[src/rtl/eth_idma_req_arbiter.sv]
// Round-robin arbiter sharing one Ethernet iDMA backend between TX (0) and RX (1),
// with an in-order route FIFO steering backend responses back to their issuer.
package eth_idma_pkg;
  typedef struct packed {
    logic [31:0] length;
    logic [31:0] src_addr;
    logic [31:0] dst_addr;
  } idma_req_t;

  typedef struct packed {
    logic [3:0] cause;
    logic       error;
  } idma_rsp_t;
endpackage

module eth_idma_req_arbiter #(
  parameter int unsigned MaxOutstanding = 4,
  localparam int unsigned CntWidth = $clog2(MaxOutstanding + 1)
) (
  input  logic                                      clk_i,
  input  logic                                      rst_ni,
  input  logic [$bits(eth_idma_pkg::idma_req_t)-1:0] tx_req_i,
  input  logic                                      tx_req_valid_i,
  output logic                                      tx_req_ready_o,
  output logic [$bits(eth_idma_pkg::idma_rsp_t)-1:0] tx_rsp_o,
  output logic                                      tx_rsp_valid_o,
  input  logic                                      tx_rsp_ready_i,
  input  logic [$bits(eth_idma_pkg::idma_req_t)-1:0] rx_req_i,
  input  logic                                      rx_req_valid_i,
  output logic                                      rx_req_ready_o,
  output logic [$bits(eth_idma_pkg::idma_rsp_t)-1:0] rx_rsp_o,
  output logic                                      rx_rsp_valid_o,
  input  logic                                      rx_rsp_ready_i,
  output logic [$bits(eth_idma_pkg::idma_req_t)-1:0] be_req_o,
  output logic                                      be_req_valid_o,
  input  logic                                      be_req_ready_i,
  input  logic [$bits(eth_idma_pkg::idma_rsp_t)-1:0] be_rsp_i,
  input  logic                                      be_rsp_valid_i,
  output logic                                      be_rsp_ready_o,
  output logic [CntWidth-1:0]                       outstanding_o,
  output logic                                      busy_o
);
  import eth_idma_pkg::*;

  localparam int unsigned PtrW = $clog2(MaxOutstanding);

  typedef enum logic {IDLE, LOCKED} state_e;

  typedef struct packed {
    logic idx;
    logic is_local;
  } route_t;

  state_e           state_q, state_d;
  logic             rr_q, rr_d;
  logic             lock_q, lock_d;
  route_t           fifo_q [MaxOutstanding];
  logic [PtrW-1:0]  wptr_q, rptr_q;
  logic [CntWidth-1:0] cnt_q;

  logic             full, empty, push, pop;
  route_t           push_data, head;
  logic             gnt, gnt_idx;
  idma_req_t        gnt_req;
  logic [1:0]       req_valid, req_ready, rsp_valid, rsp_ready;

  assign req_valid = {rx_req_valid_i, tx_req_valid_i};
  assign rsp_ready = {rx_rsp_ready_i, tx_rsp_ready_i};
  assign full      = (cnt_q == CntWidth'(MaxOutstanding));
  assign empty     = (cnt_q == '0);
  assign head      = fifo_q[rptr_q];

  assign tx_req_ready_o = req_ready[0];
  assign rx_req_ready_o = req_ready[1];
  assign tx_rsp_valid_o = rsp_valid[0];
  assign rx_rsp_valid_o = rsp_valid[1];
  assign outstanding_o  = cnt_q;
  assign busy_o         = (cnt_q != '0) | tx_req_valid_i | rx_req_valid_i;

  // A LOCKED grant owns a FIFO slot reserved when it was first granted, so full only gates IDLE.
  always_comb begin
    state_d        = state_q;
    rr_d           = rr_q;
    lock_d         = lock_q;
    gnt            = 1'b0;
    gnt_idx        = rr_q;
    req_ready      = '0;
    be_req_valid_o = 1'b0;
    be_req_o       = '0;
    push           = 1'b0;
    push_data      = '0;

    if (rst_ni) begin
      if (state_q == LOCKED) begin
        gnt     = 1'b1;
        gnt_idx = lock_q;
      end else if (!full && (|req_valid)) begin
        gnt     = 1'b1;
        gnt_idx = req_valid[rr_q] ? rr_q : ~rr_q;
      end
    end

    gnt_req = gnt_idx ? rx_req_i : tx_req_i;

    if (gnt) begin
      if (gnt_req.length == '0) begin
        req_ready[gnt_idx] = 1'b1;
        push               = 1'b1;
        push_data          = '{idx: gnt_idx, is_local: 1'b1};
      end else begin
        be_req_valid_o     = 1'b1;
        be_req_o           = gnt_req;
        req_ready[gnt_idx] = be_req_ready_i;
        push               = be_req_ready_i;
        push_data          = '{idx: gnt_idx, is_local: 1'b0};
        if (!be_req_ready_i) begin
          state_d = LOCKED;
          lock_d  = gnt_idx;
        end
      end
      if (push) begin
        rr_d    = ~gnt_idx;
        state_d = IDLE;
      end
    end
  end

  always_comb begin
    be_rsp_ready_o = 1'b0;
    rsp_valid      = '0;
    tx_rsp_o       = '0;
    rx_rsp_o       = '0;
    pop            = 1'b0;

    if (rst_ni && !empty) begin
      if (head.is_local) begin
        rsp_valid[head.idx] = 1'b1;
        pop                 = rsp_ready[head.idx];
      end else begin
        be_rsp_ready_o      = rsp_ready[head.idx];
        rsp_valid[head.idx] = be_rsp_valid_i;
        pop                 = be_rsp_valid_i & rsp_ready[head.idx];
        if (head.idx) rx_rsp_o = be_rsp_i;
        else          tx_rsp_o = be_rsp_i;
      end
    end
  end

  always_ff @(posedge clk_i) begin
    if (!rst_ni) begin
      state_q <= IDLE;
      rr_q    <= 1'b0;
      lock_q  <= 1'b0;
      wptr_q  <= '0;
      rptr_q  <= '0;
      cnt_q   <= '0;
    end else begin
      state_q <= state_d;
      rr_q    <= rr_d;
      lock_q  <= lock_d;
      if (push) wptr_q <= wptr_q + PtrW'(1);
      if (pop)  rptr_q <= rptr_q + PtrW'(1);
      case ({push, pop})
        2'b10:   cnt_q <= cnt_q + CntWidth'(1);
        2'b01:   cnt_q <= cnt_q - CntWidth'(1);
        default: cnt_q <= cnt_q;
      endcase
    end
  end

  always_ff @(posedge clk_i) begin
    if (rst_ni && push) fifo_q[wptr_q] <= push_data;
  end

  a_req_stable: assert property (@(posedge clk_i) disable iff (!rst_ni)
    (be_req_valid_o && !be_req_ready_i) |=> $stable(be_req_o));
  a_no_push_full: assert property (@(posedge clk_i) disable iff (!rst_ni) !(push && full));
  a_no_pop_empty: assert property (@(posedge clk_i) disable iff (!rst_ni) !(pop && empty));
  a_rsp_when_empty: assert property (@(posedge clk_i) disable iff (!rst_ni) !(be_rsp_valid_i && empty));

endmodule

[config.mk]
export PLATFORM = sky130hd
export DESIGN_NAME = eth_idma_req_arbiter
export DESIGN_NICKNAME = d
export VERILOG_FILES = /design/src/rtl/eth_idma_req_arbiter.sv
export SDC_FILE = /design/constraint.sdc
export NUM_CORES = 1
export LEC_CHECK = 0
export CAP_MARGIN = 15
export CORE_AREA = 2 2 124 126
export DETAILED_ROUTE_END_ITERATION = 8
export DIE_AREA = 0 0 126 128
export PLACE_DENSITY = 0.69
export SYNTH_ARGS = -nofsm -noshare
export SYNTH_HDL_FRONTEND = slang
export SYNTH_SLANG_ARGS = --single-unit
[constraint.sdc]
create_clock -name clk_i -period 8.63 [get_ports clk_i]
set_input_delay 2.589 -clock clk_i [delete_from_list [all_inputs] [get_ports clk_i]]
set_output_delay 2.589 -clock clk_i [all_outputs]
set_load 0.02 [all_outputs]
==> results of run 1 <==
## critical path: cells and delay by family
family,cells,cell delay [ps]
compound gates,3,900
buf+inv,4,1630
simple gates,1,310
mux,1,270
## sequential cells by signal (all words and copies together), names as in the netlist, named ones only
name and flops:
wptr_q 2, state_q 1, rptr_q 2, lock_q 1
fifo_q 8, outstanding_o 3, rr_q 1
## per-stage QoR
| step | area [sq um] | utilization (%) |
|---|---|---|
| floorplan | 2700 | - |
| global placement | 6070 | 40.8 |
| detailed placement | 6070 | 40.8 |
| CTS | 6150 | 41.4 |
| global route | 6150 | 41.4 |
| finish | 6150 | 41.4 |
## cells by family (layout without fill, tap and decap cells)
logic type,count (synthesis),count (layout),synth area share (%)
DFF,20,20,17.8
muxes,7,7,3.57
adders and majority gates,6,6,3.06
AOI/OAI and AO/OA,117,117,24.3
buffers and inverters,45,343,8.16
other,0,1,0
and+or+nand+nor,272,272,42.1
xor gates and xnor gates,3,3,0.974
## final timing paths
kind / startpoint / endpoint / slack, ps
min reg2reg: rptr_q[1] / flop / 460
min: rptr_q[1] / flop / 460
max: rst_ni / be_req_o[30] / 260
max reg2reg: outstanding_o[2] / outstanding_o[2] / 5380
## layer usage
metal | wire length (microns) | GRT usage, % | part of all wire [%]
met3 | 1080 | 3.96 | 7.4
met2 | 7190 | 29.8 | 50
met5 | 0 | 0 | 0
met1 | 6050 | 20.9 | 42
met4 | 181 | 2.91 | 1.2
## synth_stat cells (2+ instances only)
library cell  number  area, sq um
a21oi_1          100          500
and2_1             4         25.0
buf_2              2         10.0
buf_6              6         67.6
clkbuf_1          25         93.8
dfxtp_1           12          240
edfxtp_1           8          240
ha_1               5         62.6
inv_1             10         37.5
mux2i_1            4         40.0
nand2_1          205          769
nand2b_1           3         18.8
nand4_1            7         43.8
nor2_1            25         93.8
nor3_1             3         15.0
nor3b_1            2         15.0
nor4_1            16          100
o21ai_0            3         15.0
o311ai_0           2         17.5
or3_1              2         12.5
xor2_1             2         17.5
## cell type report
type / count / area, sq um
diodes: 1 / 2.50
clock buffers: 3 / 75.1
clock inverters: 1 / 3.75
fillers: 1552 / 8710
inverters: 11 / 41.3
multi-input cells: 405 / 2010
flip-flops and latches: 20 / 480
well taps: 188 / 235
repair buffers: 328 / 3300
## power by group
| part | switching (uW) | internal, uW |
|---|---|---|
| combinational | 193 | 201 |
| sequential | 4.66 | 103 |
| clock | 33.8 | 61.7 |
| total | 231 | 365 |
==> summary.txt, run 1 <==
most common cell after layout, fill and taps aside: clkdlybuf4s50_1
number of global-route vias before repair: 4,226
final hold vios: 0
outcome: finished, final reports clean
clk slew on worst S/H paths: 50 ps
CP endpoint kind: primary output
CP Launch Type: input pin
PD cells: 97.0 nW/um^2
worst-path cell chain: clkdlybuf4s50_1 -> inv_1 -> o31ai_1 -> o22ai_4 -> mux2i_4 -> nand3_4 -> buf_12 -> a21oi_1 -> clkdlybuf4s50_1
worst relative slew slack: 64.0%
detailed-placement wirelength estimate: 11,600 microns
clk sink count: 20
Die X: 126 microns
leak pwr: 0.00228 uW
Max Clk Rate: 119 MHz
post_cts resized: 0
largest net degree at the start of global routing: 98
VDD IR max: 0.0865 mV
Netlist cell types: 45
chip height: 128 microns
synthesis-stage register bit count: 20
max incr delay on CP: 650 ps
crit share post-route: 97.0%
IO Port Bufs: 320
pre-CTS setup slack: 376 ps
crit path max fanout: 52
H-tree depth: 1
Setup Skew: 2.94 ps
reg2reg path depth: 13
slowest CP cell: clkdlybuf4s50_1
Post-synth EDFFs: 8
Mapped Avg Cell Area: 5.74 sq um
worst skew pair latency: 250 ps
Num CTS Buffers: 3
global-route wire length before repair: 22,300 microns
share of layout cells above drive strength 1: 2.73%
Ports: 321
ANT nets after route: 0
dpl cells: 952
most frequent CP cell: clkdlybuf4s50_1
Vias/cell: 4.49
final worst-path setup slack: 261 ps
Main synth FF type: dfxtp_1
post-synthesis sequential area ratio: 17.8%
post-cts hold buffer count: 0
Root Buffer: clkbuf_16
setup bufs post-CTS: 0
# setup viols final: 0
Mapped Cells: 470
hold depth: 1
fin crit period: 8370 ps
Max-cap violations: 0
Min Hold Slack: 458 ps
CTS tree: built
setup TNS: 0 ps
Residual DRC: 0
First DRT Iteration DRCs: 245
# nets final: 980
starting density of the core: 18.1%
Final GP Congestion: 0.850
final WL: 14,500 microns
RSZ-0062 raised after global routing: no
Final Non-Filler Cells: 957
site row count: 45
most frequent cells in the layout: 320 x clkdlybuf4s50_1, 205 x nand2_1, 100 x a21oi_1
Yosys Warn Count: 0
Setup CP Type: in2out
initial antenna violation count: 1
Core ar.: 14,900 sq um
CTS max path bufs: 2
P&R area growth vs syn: 128%
vias: 4,293
total die area: 16,100 sq um
Routed wire per std cell: 15.2 microns
Arr. time, crit path: 5780 ps
total power: 596 uW
WP data required: 6040 ps
Hold WC Path Type: reg2reg
syn nets: 681
Initial DRT Pass Iterations: 5
Slew Viols, Final: 0
global route overflow: 0
worst slew pin tran: 535 ps
total track usage: 16.8%
post-synthesis cell area: 2700 sq um
ys async rst share: 0%
Power figures use the tool's default switching activity.
==> inputs of run 2 (changes only) <==
MAX_ROUTING_LAYER = met4   (was unset)
SETUP_SLACK_MARGIN = 0.4   (was unset)
==> run 2 against run 1 <==
Net effect:
- count of clock-buffer cells in the layout stayed put
- combinational power is 1% higher
- sequential share of layout area is 0.085 points lower
- non-clock buffer count is 3 higher
- die area stayed put
- cell count is 0.42% higher
- clock skew is 1.4 ps lower
- critical path type unchanged
- largest cell class unchanged
- highest routed layer unchanged
==> summary.txt, run 2 (synthesis results as in run 1) <==
outcome: finished, final reports clean (unchanged)
worst relative slew slack: 60.5% (was 64.0%)
Arr. time, crit path: 5470 ps (was 5780 ps)
number of global-route vias before repair: 4,231 (was 4,226)
most common cell after layout, fill and taps aside: clkdlybuf4s50_1 (unchanged)
worst slew pin tran: 589 ps (was 535 ps)
clk slew on worst S/H paths: 60 ps (was 50 ps)
Setup CP Type: in2out (unchanged)
Hold WC Path Type: reg2reg (unchanged)
Final Instance Area: 6220 sq um (was 6150 sq um)
most frequent cells in the layout: 320 x clkdlybuf4s50_1, 205 x nand2_1, 100 x a21oi_1 (unchanged)
total track usage: 17.3% (was 16.8%)
CTS tree: built (unchanged)
Setup Skew: 1.58 ps (was 2.94 ps)
Max-cap violations: 0 (unchanged)
vias: 4,370 (was 4,293)
fin crit period: 8060 ps (was 8370 ps)
Root Buffer: clkbuf_16 (unchanged)
IO Port Bufs: 320 (unchanged)
PD cells: 96.8 nW/um^2 (was 97.0 nW/um^2)
placed instance area: 6070 sq um (unchanged)
worst-path cell chain: clkdlybuf4s50_1 -> inv_1 -> o31ai_4 -> o22ai_4 -> mux2i_4 -> nand3_4 -> buf_12 -> a21oi_1 -> clkdlybuf4s50_1 (was clkdlybuf4s50_1 -> inv_1 -> o31ai_1 -> o22ai_4 -> mux2i_4 -> nand3_4 -> buf_12 -> a21oi_1 -> clkdlybuf4s50_1)
Vias/cell: 4.55 (was 4.49)
crit share post-route: 93.4% (was 97.0%)
final WL: 14,900 microns (was 14,500 microns)
end of the worst register-to-register path: outstanding_o[2] (unchanged)
Final GP Congestion: 0.864 (was 0.850)
ANT nets after route: 0 (unchanged)
total die area: 16,100 sq um (unchanged)
reg2reg path depth: 13 (unchanged)
leak pwr: 0.00230 uW (was 0.00228 uW)
max reg flops: 8 (unchanged)
worst skew pair latency: 250 ps (about the same)
Residual DRC: 0 (unchanged)
CP endpoint kind: primary output (unchanged)
detailed-placement wirelength estimate: 11,600 microns (unchanged)
H-tree depth: 1 (unchanged)
Worst R2R Start: outstanding_o[2] (unchanged)
hold depth: 1 (unchanged)
CP Launch Type: input pin (unchanged)
RSZ-0062 raised after global routing: yes (was no)
Slew Viols, Final: 0 (unchanged)
P&R area growth vs syn: 131% (was 128%)
pre-CTS setup slack: 376 ps (unchanged)
chip height: 128 microns (unchanged)
clk sink count: 20 (unchanged)
WP data required: 6040 ps (about the same)
setup TNS: 0 ps (unchanged)
# setup viols final: 0 (unchanged)
Initial DRT Pass Iterations: 5 (unchanged)
largest net degree at the start of global routing: 98 (unchanged)
Routed wire per std cell: 15.6 microns (was 15.2 microns)
Num CTS Buffers: 3 (unchanged)
Die X: 126 microns (unchanged)
# nets final: 984 (was 980)
FF-to-FF setup slack: 5210 ps (was 5380 ps)
most frequent CP cell: clkdlybuf4s50_1 (unchanged)
crit path max fanout: 52 (unchanged)
Min Hold Slack: 459 ps (was 458 ps)
VDD IR max: 0.0861 mV (was 0.0865 mV)
global-route wire length before repair: 22,300 microns (about the same)
share of layout cells above drive strength 1: 3.63% (was 2.73%)
First DRT Iteration DRCs: 226 (was 245)
largest register by flop count: fifo_q (unchanged)
global route overflow: 0 (unchanged)
Worst Setup EP: be_req_o[30] (unchanged)
Ports: 321 (unchanged)
final worst-path setup slack: 568 ps (was 261 ps)
slowest CP cell: clkdlybuf4s50_1 (unchanged)
final hold vios: 0 (unchanged)
CTS max path bufs: 2 (unchanged)
Setup crit start: rst_ni (unchanged)
post-cts hold buffer count: 0 (unchanged)
site row count: 45 (unchanged)
Max Clk Rate: 124 MHz (was 119 MHz)
starting density of the core: 18.1% (unchanged)
max incr delay on CP: 650 ps (about the same)
Core ar.: 14,900 sq um (unchanged)
initial antenna violation count: 1 (unchanged)
# fillers: 1,552 (unchanged)
==> run 2: cell count changes in the layout (fill, tap and decap cells not counted), sizes merged <==
| cell | before | now |
|---|---|---|
| nand3 | 2 | 3 |
| buf | 8 | 11 |
==> run 2: timing repair <==
action | CTS | global route
pin swaps | 0 | 1
setup endpoints to repair | 8 | 67
gates cloned | 0 | 1
resized for setup | 1 | 5
buffers inserted | 0 | 3
endpoints found under the hold margin | 0 | 0
==> run 2: area by class of cell <==
class | instances | area (sq um) | area share [%]
Timing Repair Buffer | 331 | 3320 | 53.4
Clock buffer | 3 | 75.1 | 1.21
Clock inverter | 1 | 3.75 | 0.0603
Multi-Input combinational cell | 406 | 2060 | 33.1
Tap cell | 188 | 235 | 3.78
Sequential cell | 20 | 480 | 7.72
Antenna cell | 1 | 2.50 | 0.0402
Inverter | 11 | 41.3 | 0.664
==> run 2: through the flow <==
step           cells  util, %  power [uW]
3_5_place_dp     952     40.8         504
3_3_place_gp     952     40.8         505
4_1_cts          956     41.4         602
6_report         961     41.8         602
2_1_floorplan    470        -         287
5_1_grt          961     41.8         641
==> run 2: worst min-delay path by stage <==
stage,slack (ps),startpoint,end
after floorplan,430,rptr_q[1],flop
after global placement,440,rptr_q[1],flop
after detailed placement,450,rptr_q[1],flop
after CTS,470,rptr_q[1],flop
after global routing,490,rptr_q[1],rptr_q[1]
final,460,rptr_q[1],flop
==> run 2: routing by layer <==
| metal | track usage [%] | vias to the layer above | wire length, microns |
|---|---|---|---|
| li1 | - | 2189 | - |
| met1 | 21.7 | 1952 | 6200 |
| met2 | 29.9 | 211 | 7430 |
| met3 | 2.63 | 18 | 1070 |
| met4 | 2.91 | 0 | 244 |
| met5 | - | - | 0 |
==> run 2: worst max-delay path, delay by kind of cell <==
kind                   cells  cell delay (ps)
buffers and inverters      4             1620
AO/OA/AOI/OAI              3              650
multiplexers               1              320
AND/OR/NAND/NOR            1              250
==> run 2: report_power, final <==
group          switching, uW  leakage, uW  internal (uW)
clock network           33.7    0.0000385           61.7
registers               5.10     0.000165            103
logic                    196      0.00210            203
total                    234      0.00230            368
